## src/rtl/roy_sensor_pkg.sv

```systemverilog
// roy_sensor_pkg: shared defaults, display modes and saturation helper for the sensor tile
package roy_sensor_pkg;
  localparam int DEBOUNCE_CYCLES = 4;
  localparam int GATE_CYCLES = 1024;
  localparam logic [7:0] CNT_MAX = 8'd255;
  localparam logic [4:0] LIVE_MAX = 5'd31;
  typedef enum logic {MODE_RATE = 1'b0, MODE_STATUS = 1'b1} mode_e;
  function automatic logic [7:0] sat_inc(input logic [7:0] v, input logic inc);
    return (inc && v != CNT_MAX) ? v + 8'd1 : v;
  endfunction
endpackage

```

## src/rtl/roy_sensor_debounce.sv

```systemverilog
// roy_sensor_debounce: 2-FF synchroniser, stable-run debouncer and rising-edge pulse
module roy_sensor_debounce #(
  parameter int DEBOUNCE_CYCLES = roy_sensor_pkg::DEBOUNCE_CYCLES
) (
  input  logic clk,
  input  logic rst_n,
  input  logic raw,
  output logic deb,
  output logic evt
);
  localparam int CW = $clog2(DEBOUNCE_CYCLES + 1);
  logic s1, s, s_prev, deb_d, hold, take;
  logic [CW-1:0] scnt;
  // hold: synchronised level is stable and disagrees with the accepted level
  assign hold = (s == s_prev) && (s != deb);
  assign take = hold && (scnt == CW'(DEBOUNCE_CYCLES - 1));
  assign evt = deb & ~deb_d;
  always_ff @(posedge clk or negedge rst_n)
    if (!rst_n) {s1, s, s_prev, deb, deb_d, scnt} <= '0;
    else begin
      s1 <= raw;
      s <= s1;
      s_prev <= s;
      deb_d <= deb;
      deb <= take ? s : deb;
      scnt <= (hold && !take) ? scnt + 1'b1 : '0;
    end
endmodule

```

## src/rtl/roy1707018_sensor.sv

```systemverilog
// roy1707018_sensor: gated pulse-rate counter with alarm/status display
module roy1707018_sensor #(
  parameter int DEBOUNCE_CYCLES = roy_sensor_pkg::DEBOUNCE_CYCLES,
  parameter int GATE_CYCLES = roy_sensor_pkg::GATE_CYCLES
) (
  input  logic       clk,
  input  logic       rst_n,
  input  logic [7:0] ui_in,
  output logic [7:0] uo_out
);
  import roy_sensor_pkg::*;
  localparam int WW = $clog2(GATE_CYCLES);
  logic deb, evt, win_end, alarm_next, ovf, alarm;
  logic [WW-1:0] wcnt;
  logic [7:0] cnt, rate, rate_next;
  logic [5:0] thr;
  logic [4:0] live;
  mode_e mode;
  roy_sensor_debounce #(.DEBOUNCE_CYCLES(DEBOUNCE_CYCLES)) u_deb (
    .clk(clk),
    .rst_n(rst_n),
    .raw(ui_in[0]),
    .deb(deb),
    .evt(evt)
  );
  assign mode = mode_e'(ui_in[1]);
  assign thr = ui_in[7:2];
  assign win_end = wcnt == WW'(GATE_CYCLES - 1);
  // an event on the closing cycle is folded into the closing window
  assign rate_next = sat_inc(cnt, evt);
  assign alarm_next = (thr != '0) && (rate_next >= {2'b00, thr});
  assign live = (cnt > 8'(LIVE_MAX)) ? LIVE_MAX : cnt[4:0];
  always_ff @(posedge clk or negedge rst_n)
    if (!rst_n) begin
      wcnt <= '0;
      cnt <= '0;
      rate <= '0;
      ovf <= 1'b0;
      alarm <= 1'b0;
      uo_out <= '0;
    end else begin
      wcnt <= win_end ? '0 : wcnt + 1'b1;
      cnt <= win_end ? '0 : rate_next;
      if (win_end) begin
        rate <= rate_next;
        ovf <= rate_next == CNT_MAX;
        alarm <= alarm_next;
      end
      uo_out <= (mode == MODE_STATUS) ? {alarm, deb, ovf, live} : rate;
    end
endmodule

```

## config.mk

```make
export PLATFORM = sky130hd
export DESIGN_NAME = roy1707018_sensor
export DESIGN_NICKNAME = d
export VERILOG_FILES = /design/src/rtl/roy_sensor_pkg.sv /design/src/rtl/roy_sensor_debounce.sv /design/src/rtl/roy1707018_sensor.sv
export SDC_FILE = /design/constraint.sdc
export NUM_CORES = 1
export LEC_CHECK = 0
export ABC_AREA = 0
export BUFFER_PORTS_ARGS = -buffer_cell sky130_fd_sc_hd__buf_2
export CORE_UTILIZATION = 35
export DETAILED_ROUTE_END_ITERATION = 6
export HOLD_SLACK_MARGIN = 0.1
export PLACE_DENSITY = 0.54
export SYNTH_ARGS = -nofsm -noshare
export SYNTH_HDL_FRONTEND = slang
export SYNTH_SLANG_ARGS = --single-unit
```

## constraint.sdc

```tcl
create_clock -name clk -period 4.2 [get_ports clk]
set_clock_uncertainty 0.15 [all_clocks]
set_input_delay 0.84 -clock clk [delete_from_list [all_inputs] [get_ports clk]]
set_output_delay 0.84 -clock clk [all_outputs]
set_load 0.005 [all_outputs]
```

==> impl_results.md, run 1 <==
* Run status: complete, no violations
* Nets@finish at 235
* Top routing layer in use: met4
* RSZ-0062 raised after global routing: false
* EDFF count, synth at 0
* Final Cell Area at 2300 um^2
* Worst path slowest cell: dfrtp_1
* Core ar. at 5610 um^2
* # IOs at 18
* Hold Buf Count CTS at 0
* Required time of the critical path at 4.24 ns
* Hold Vio Cnt, Final at 0
* Critical path origin: cnt[0]$_DFF_PN0_
* Clk buf depth at 2
* Via count at 1,415
* Final setup vio count at 0
* DRT iter0 DRCs at 128
* Gpl congestion at 0.953
* Syn-to-layout area delta at 11.1%
* Net Count, Synth at 215
* Post-Syn Area at 2070 um^2
* Fin crit period at 2.67 ns
* Setup bufs post-CTS at 0
* Clock Sinks at 44
* Area of the multi-input gates at 897 um^2
* Synth warn at 0
* Reg2Reg Setup Slack at 1.53 ns
* Syn Area/Cell at 10.6 um^2
* WL met3 at 162 um
* Max_slew headroom at 34.9%
* Setup TNS at 0 ns
* R2r endpoint: alarm$_DFFE_PN0P_
* Worst reg2reg path depth at 10
* Final wirelength at 3850 um
* Most common cell after layout, fill and taps aside: dfrtp_1
* Root Buffer: clkbuf_8
* Worst vdd ir at 0.120 mV
* Worst hold path class: reg -> reg
* Largest net degree at the start of global routing at 45
* Die width at 78.9 um
* CP endpoint: alarm$_DFFE_PN0P_
* Fill cells at 578
* CTS buffer count at 5
* Post-synth top area share at 53.2%
* Metal1 wirelength at 2070 um
* Power Density at 325 nW/um^2
* Hold Startpoint: u_deb.s1$_DFF_PN0_
* Met2 routed WL at 1550 um
* Worst Path Max Fanout at 6
* Clock transition at path regs at 0.08 ns
* Seq/Total Area, Yosys at 53.2%
* R2R Path Start: cnt[0]$_DFF_PN0_
* Leakage at 0.00113 uW
* H-tree Lvls at 2
* Worst-Margin Slew at 0.976 ns
* Clk_lat worst skew at 0.29 ns
* Crit path DAT at 2.70 ns
* Synth cell types at 41
* Vias in the first global route at 1,372
* Final Max Tran Viols at 0
* Placed cell areas at 2220 um^2
* Worst setup SP type: flip-flop
* Post-synth ARST share at 100%
* # diodes at 0
* Max stage delay on crit path at 0.44 ns
* WL per Instance at 13.4 um
* Area contributors post-synth: dfrtp_1, ha_1, nand2_1
* Endpoint class of the critical path: flip-flop
* DPL Wire Length at 2600 um
* CTS tree: built
* Top FF cell, synth: dfrtp_1
* Final worst path period share at 63.5%
* Via/cell ratio at 4.93
* Reg area at 1100 um^2
* Max-cap violation count at 0
* Initial Util at 36.9%
* ANT nets after route at 0
* Crit-path cells: ha_1 -> nand4_1 -> o21ai_2 -> xor2_1 -> ha_1 -> nor3b_1 -> o21ai_0 -> o2111ai_1 -> nand4_1 -> a22o_1
* Post-CTS sizing at 0
* Most frequent cells in the layout: dfrtp_1, nand2_1, nor2_1
* Cell count after placement at 280
* Non-Filler Instances at 287
* First-pass GRT wire length at 6720 um
* Crit Path Class: reg -> reg
* Remaining global-route overflow at 0
* Row Count at 27
* DRT Pass-1 Iters at 4
* Tot GR Track Use at 14.3%
* Antenna violations before repair at 0
* Die ar. at 6220 um^2
* Drt drc at 0
* Area leader, netlist: dfrtp_1
* F_max at 375 MHz
* Die height at 78.9 um
* Seq cells post-synth at 44
* Mapped Cells at 195
* Number of port buffers at 17
* Share of layout cells above drive strength 1 at 15.8%
==> worst min-delay path by stage <==
stage	to	slack [ns]	depth (start not counted)
final	u_deb.s$_DFF_PN0_	0.21	0
after global routing	u_deb.s$_DFF_PN0_	0.22	0
after CTS	u_deb.s$_DFF_PN0_	0.21	0
after detailed placement	u_deb.s$_DFF_PN0_	0.19	0
after global placement	u_deb.s$_DFF_PN0_	0.19	0
after floorplan	u_deb.s$_DFF_PN0_	0.18	0
==> metrics by stage <==
stage          setup slack, ns  utilization (%)  hold slack, ns  total power [uW]
3_3_place_gp              1.59             39.6           0.185               498
3_5_place_dp              1.55             39.6           0.191               498
6_report                  1.53             41.0           0.207               747
5_1_grt                   1.23             41.0           0.216               785
4_1_cts                   1.51             41.0           0.211               759
2_1_floorplan             1.81                -           0.181               474
==> power breakdown <==
part	switching [uW]	internal (uW)
registers	7.97	433
logic	27.6	20.5
clock network	145	113
==> flip-flops by register name, summed over array words and instances, names as in the netlist <==
name,flops
u_deb.scnt,3
u_deb.deb,1
u_deb.s1,1
rate,8
u_deb.deb_d,1
wcnt,10
cnt,8
alarm,1
ovf,1
uo_out,8
u_deb.s,1
u_deb.s_prev,1
==> kinds of logic after synthesis <==
family	share of synthesized area, %
compound gates	10.3
xor+xnor	4.66
fa+ha+maj	6.05
buf+inv	3.45
flops	53.2
mux	3.08
simple gates	19.3
==> routing by layer <==
metal	up-vias	GRT usage, %
met5	-	0
met4	0	7.09
met3	4	3.79
met2	31	19.8
met1	671	20.5
li1	709	-
==> worst max-delay path, delay by kind of cell (launching register included) <==
family / cells / cell delay [ns]
adder cells (fa/ha/maj): 2 / 0.57
XOR/XNOR: 1 / 0.30
flip-flops: 1 / 0.44
AO/OA/AOI/OAI: 4 / 0.65
AND/OR/NAND/NOR: 3 / 0.46
==> cell type report <==
class	count	area share, %
timing repair buffer	17	3.70
clock inverter	2	0.544
tap	72	3.92
multi-input combinational	135	39.0
inverter	12	1.96
sequential	44	47.9
clock buffer	5	2.99
==> synth_stat cells, drive strengths merged (2+ instances only) <==
cell type	count
nand2b	2
ha	10
mux2i	3
o22a	5
nand4	4
and2	4
nand3	7
and3	2
a21oi	7
xor2	7
xnor2	4
buf	4
or2	3
inv	12
mux2	3
nand2	22
a31oi	2
nor2	20
nor4	2
and4	2
o21ai	12
dfrtp	44
Power figures use the tool's default switching activity.
==> run 2, diff against run 1 <==
Settings changed: PLACE_DENSITY 0.54 to 0.55.
Clock period 4.2 ns to 2.2 ns, I/O delays scaled along.
==> impl_results.md, run 2 (same netlist as run 1, synthesis figures left out) <==
* Run status: finished with violations (was complete, no violations)
* Violated checks: negative setup slack
* Via/cell ratio at 4.82 (was 4.93)
* Root Buffer: clkbuf_8 (unchanged)
* Worst-Margin Slew at 0.515 ns (was 0.976 ns)
* Largest net degree at the start of global routing at 24 (was 45)
* Worst hold path class: reg -> reg (unchanged)
* Number of port buffers at 17 (unchanged)
* Final wirelength at 4410 um (was 3850 um)
* Worst Path Max Fanout at 4 (was 6)
* Die ar. at 6220 um^2 (unchanged)
* DRT Pass-1 Iters at 4 (unchanged)
* First-pass GRT wire length at 7390 um (was 6720 um)
* Int Power at 1260 uW (was 566 uW)
* Gpl congestion at 0.959 (was 0.953)
* Drt drc at 0 (unchanged)
* Final worst path period share at 108% (was 63.5%)
* Leakage at 0.00131 uW (was 0.00113 uW)
* Max reg flops at 10 (unchanged)
* Net Switching at 368 uW (was 181 uW)
* F_max at 419 MHz (was 375 MHz)
* Final Power at 1630 uW (was 747 uW)
* Endpoint class of the critical path: flip-flop (unchanged)
* Final setup vio count at 1 (was 0)
* Nets@finish at 267 (was 235)
* Remaining global-route overflow at 0 (unchanged)
* Fin crit period at 2.39 ns (was 2.67 ns)
* Die height at 78.9 um (unchanged)
* CTS buffer count at 5 (unchanged)
* Clk_lat worst skew at 0.30 ns (was 0.29 ns)
* # IOs at 18 (unchanged)
* Most frequent cells in the layout: dfrtp_1, buf_4, nand2_1 (was dfrtp_1, nand2_1, nor2_1)
* Clock transition at path regs at 0.08 ns (about the same)
* Max-cap violation count at 0 (unchanged)
* Clock group share of total power at 40.3% (was 34.6%)
* H-tree Lvls at 2 (unchanged)
* Worst setup SP type: flip-flop (unchanged)
* Die width at 78.9 um (unchanged)
* Antenna violations before repair at 0 (unchanged)
* Vias in the first global route at 1,503 (was 1,372)
* Clk buf depth at 2 (unchanged)
* Sw frac at 22.5% (was 24.2%)
* Clock Sinks at 44 (unchanged)
* Syn-to-layout area delta at 27.6% (was 11.1%)
* Via count at 1,541 (was 1,415)
* Gate power share at 8.3% (was 6.4%)
* Share of layout cells above drive strength 1 at 28.2% (was 15.8%)
* Final worst slack at -0.185 ns (was 1.53 ns)
* ANT nets after route at 0 (unchanged)
* RSZ-0062 raised after global routing: true (was false)
* Row Count at 27 (unchanged)
* Required time of the critical path at 2.24 ns (was 4.24 ns)
* Power Density at 618 nW/um^2 (was 325 nW/um^2)
* Reg power frac at 51.3% (was 59.0%)
* Max_slew headroom at 65.6% (was 34.9%)
* Most flops, register: wcnt (unchanged)
* Final Max Tran Viols at 0 (unchanged)
* CTS tree: built (unchanged)
* Cell count after placement at 309 (was 280)
* Non-Filler Instances at 320 (was 287)
* WL per Instance at 13.8 um (was 13.4 um)
* # diodes at 0 (unchanged)
* Core ar. at 5610 um^2 (unchanged)
* Crit Path Class: reg -> reg (unchanged)
* Most common cell after layout, fill and taps aside: dfrtp_1 (unchanged)
* DPL Wire Length at 3170 um (was 2600 um)
* Worst vdd ir at 0.290 mV (was 0.120 mV)
* Initial Util at 36.9% (unchanged)
* Crit path DAT at 2.43 ns (was 2.70 ns)
* Tot GR Track Use at 15.8% (was 14.3%)
* DRT iter0 DRCs at 87 (was 128)
* Hold Vio Cnt, Final at 0 (unchanged)
[run 2: worst max-delay path, cell delays in order, from the launching register on]
cell	delay, ns
dfrtp_1	0.40
ha_4	0.15
nand4_1	0.15
o21ai_4	0.25
mux2i_2	0.27
inv_1	0.06
ha_1	0.26
o21ai_1	0.14
o21ai_1	0.07
o2111ai_1	0.08
nand4_1	0.11
a22o_1	0.19
[run 2: power by group through the flow]
stage | clock network (uW) | logic, uW | registers, uW
6_report | 658 | 136 | 838
5_1_grt | 706 | 152 | 841
4_1_cts | 670 | 137 | 838
3_5_place_dp | 0 | 121 | 854
3_3_place_gp | 0 | 122 | 853
2_1_floorplan | 0 | 52.3 | 859
[run 2: repair_timing]
action,CTS,global route
setup buffers,1,0
resized for setup,4,1
hold buffers,2,0
endpoints found under the setup margin,1,2
hold endpoints to repair,22,0
pin swaps,5,0
[run 2: area by class of cell]
| class | instances | area (um^2) |
|---|---|---|
| fill | 571 | 2970 |
| tap | 72 | 90.1 |
| multi-input combinational | 135 | 940 |
| timing repair buffer | 49 | 343 |
| inverter | 12 | 45.0 |
| clock inverter | 2 | 38.8 |
| clock buffer | 6 | 82.6 |
| sequential | 44 | 1100 |
[run 2: routing by layer]
metal	up-vias	GRT usage, %	routed length [um]
met5	-	0	0
met4	0	4.36	31
met3	4	4.14	200
met2	39	23.0	1970
met1	726	22.9	2200
li1	772	-	-
[run 2: path summary, 6_finish.rpt]
check,depth (start not counted),end,startpoint,slack (ns)
hold reg to reg,0,u_deb.s$_DFF_PN0_,u_deb.s1$_DFF_PN0_,0.21
setup / recovery,11,alarm$_DFFE_PN0P_,cnt[0]$_DFF_PN0_,-0.19
hold / removal,0,u_deb.s$_DFF_PN0_,u_deb.s1$_DFF_PN0_,0.21
min in group asynchronous,2,uo_out[1]$_DFF_PN0_,rst_n,0.49
max in group asynchronous,3,wcnt[6]$_DFF_PN0_,rst_n,0.91
setup reg to reg,11,alarm$_DFFE_PN0P_,cnt[0]$_DFF_PN0_,-0.19
[run 2: metrics by stage]
step	instance area, um^2	setup TNS, ns	worst slack [ns]	hold WS (ns)	util, %
5_1_grt	2640	-0.377	-0.377	0.219	47.1
4_1_cts	2630	-0.175	-0.175	0.217	47.0
3_3_place_gp	2460	-0.146	-0.146	0.181	43.9
3_5_place_dp	2460	-0.222	-0.222	0.196	43.9
6_report	2640	-0.185	-0.185	0.211	47.1
2_1_floorplan	2080	-0.110	-0.110	-0.00559	-
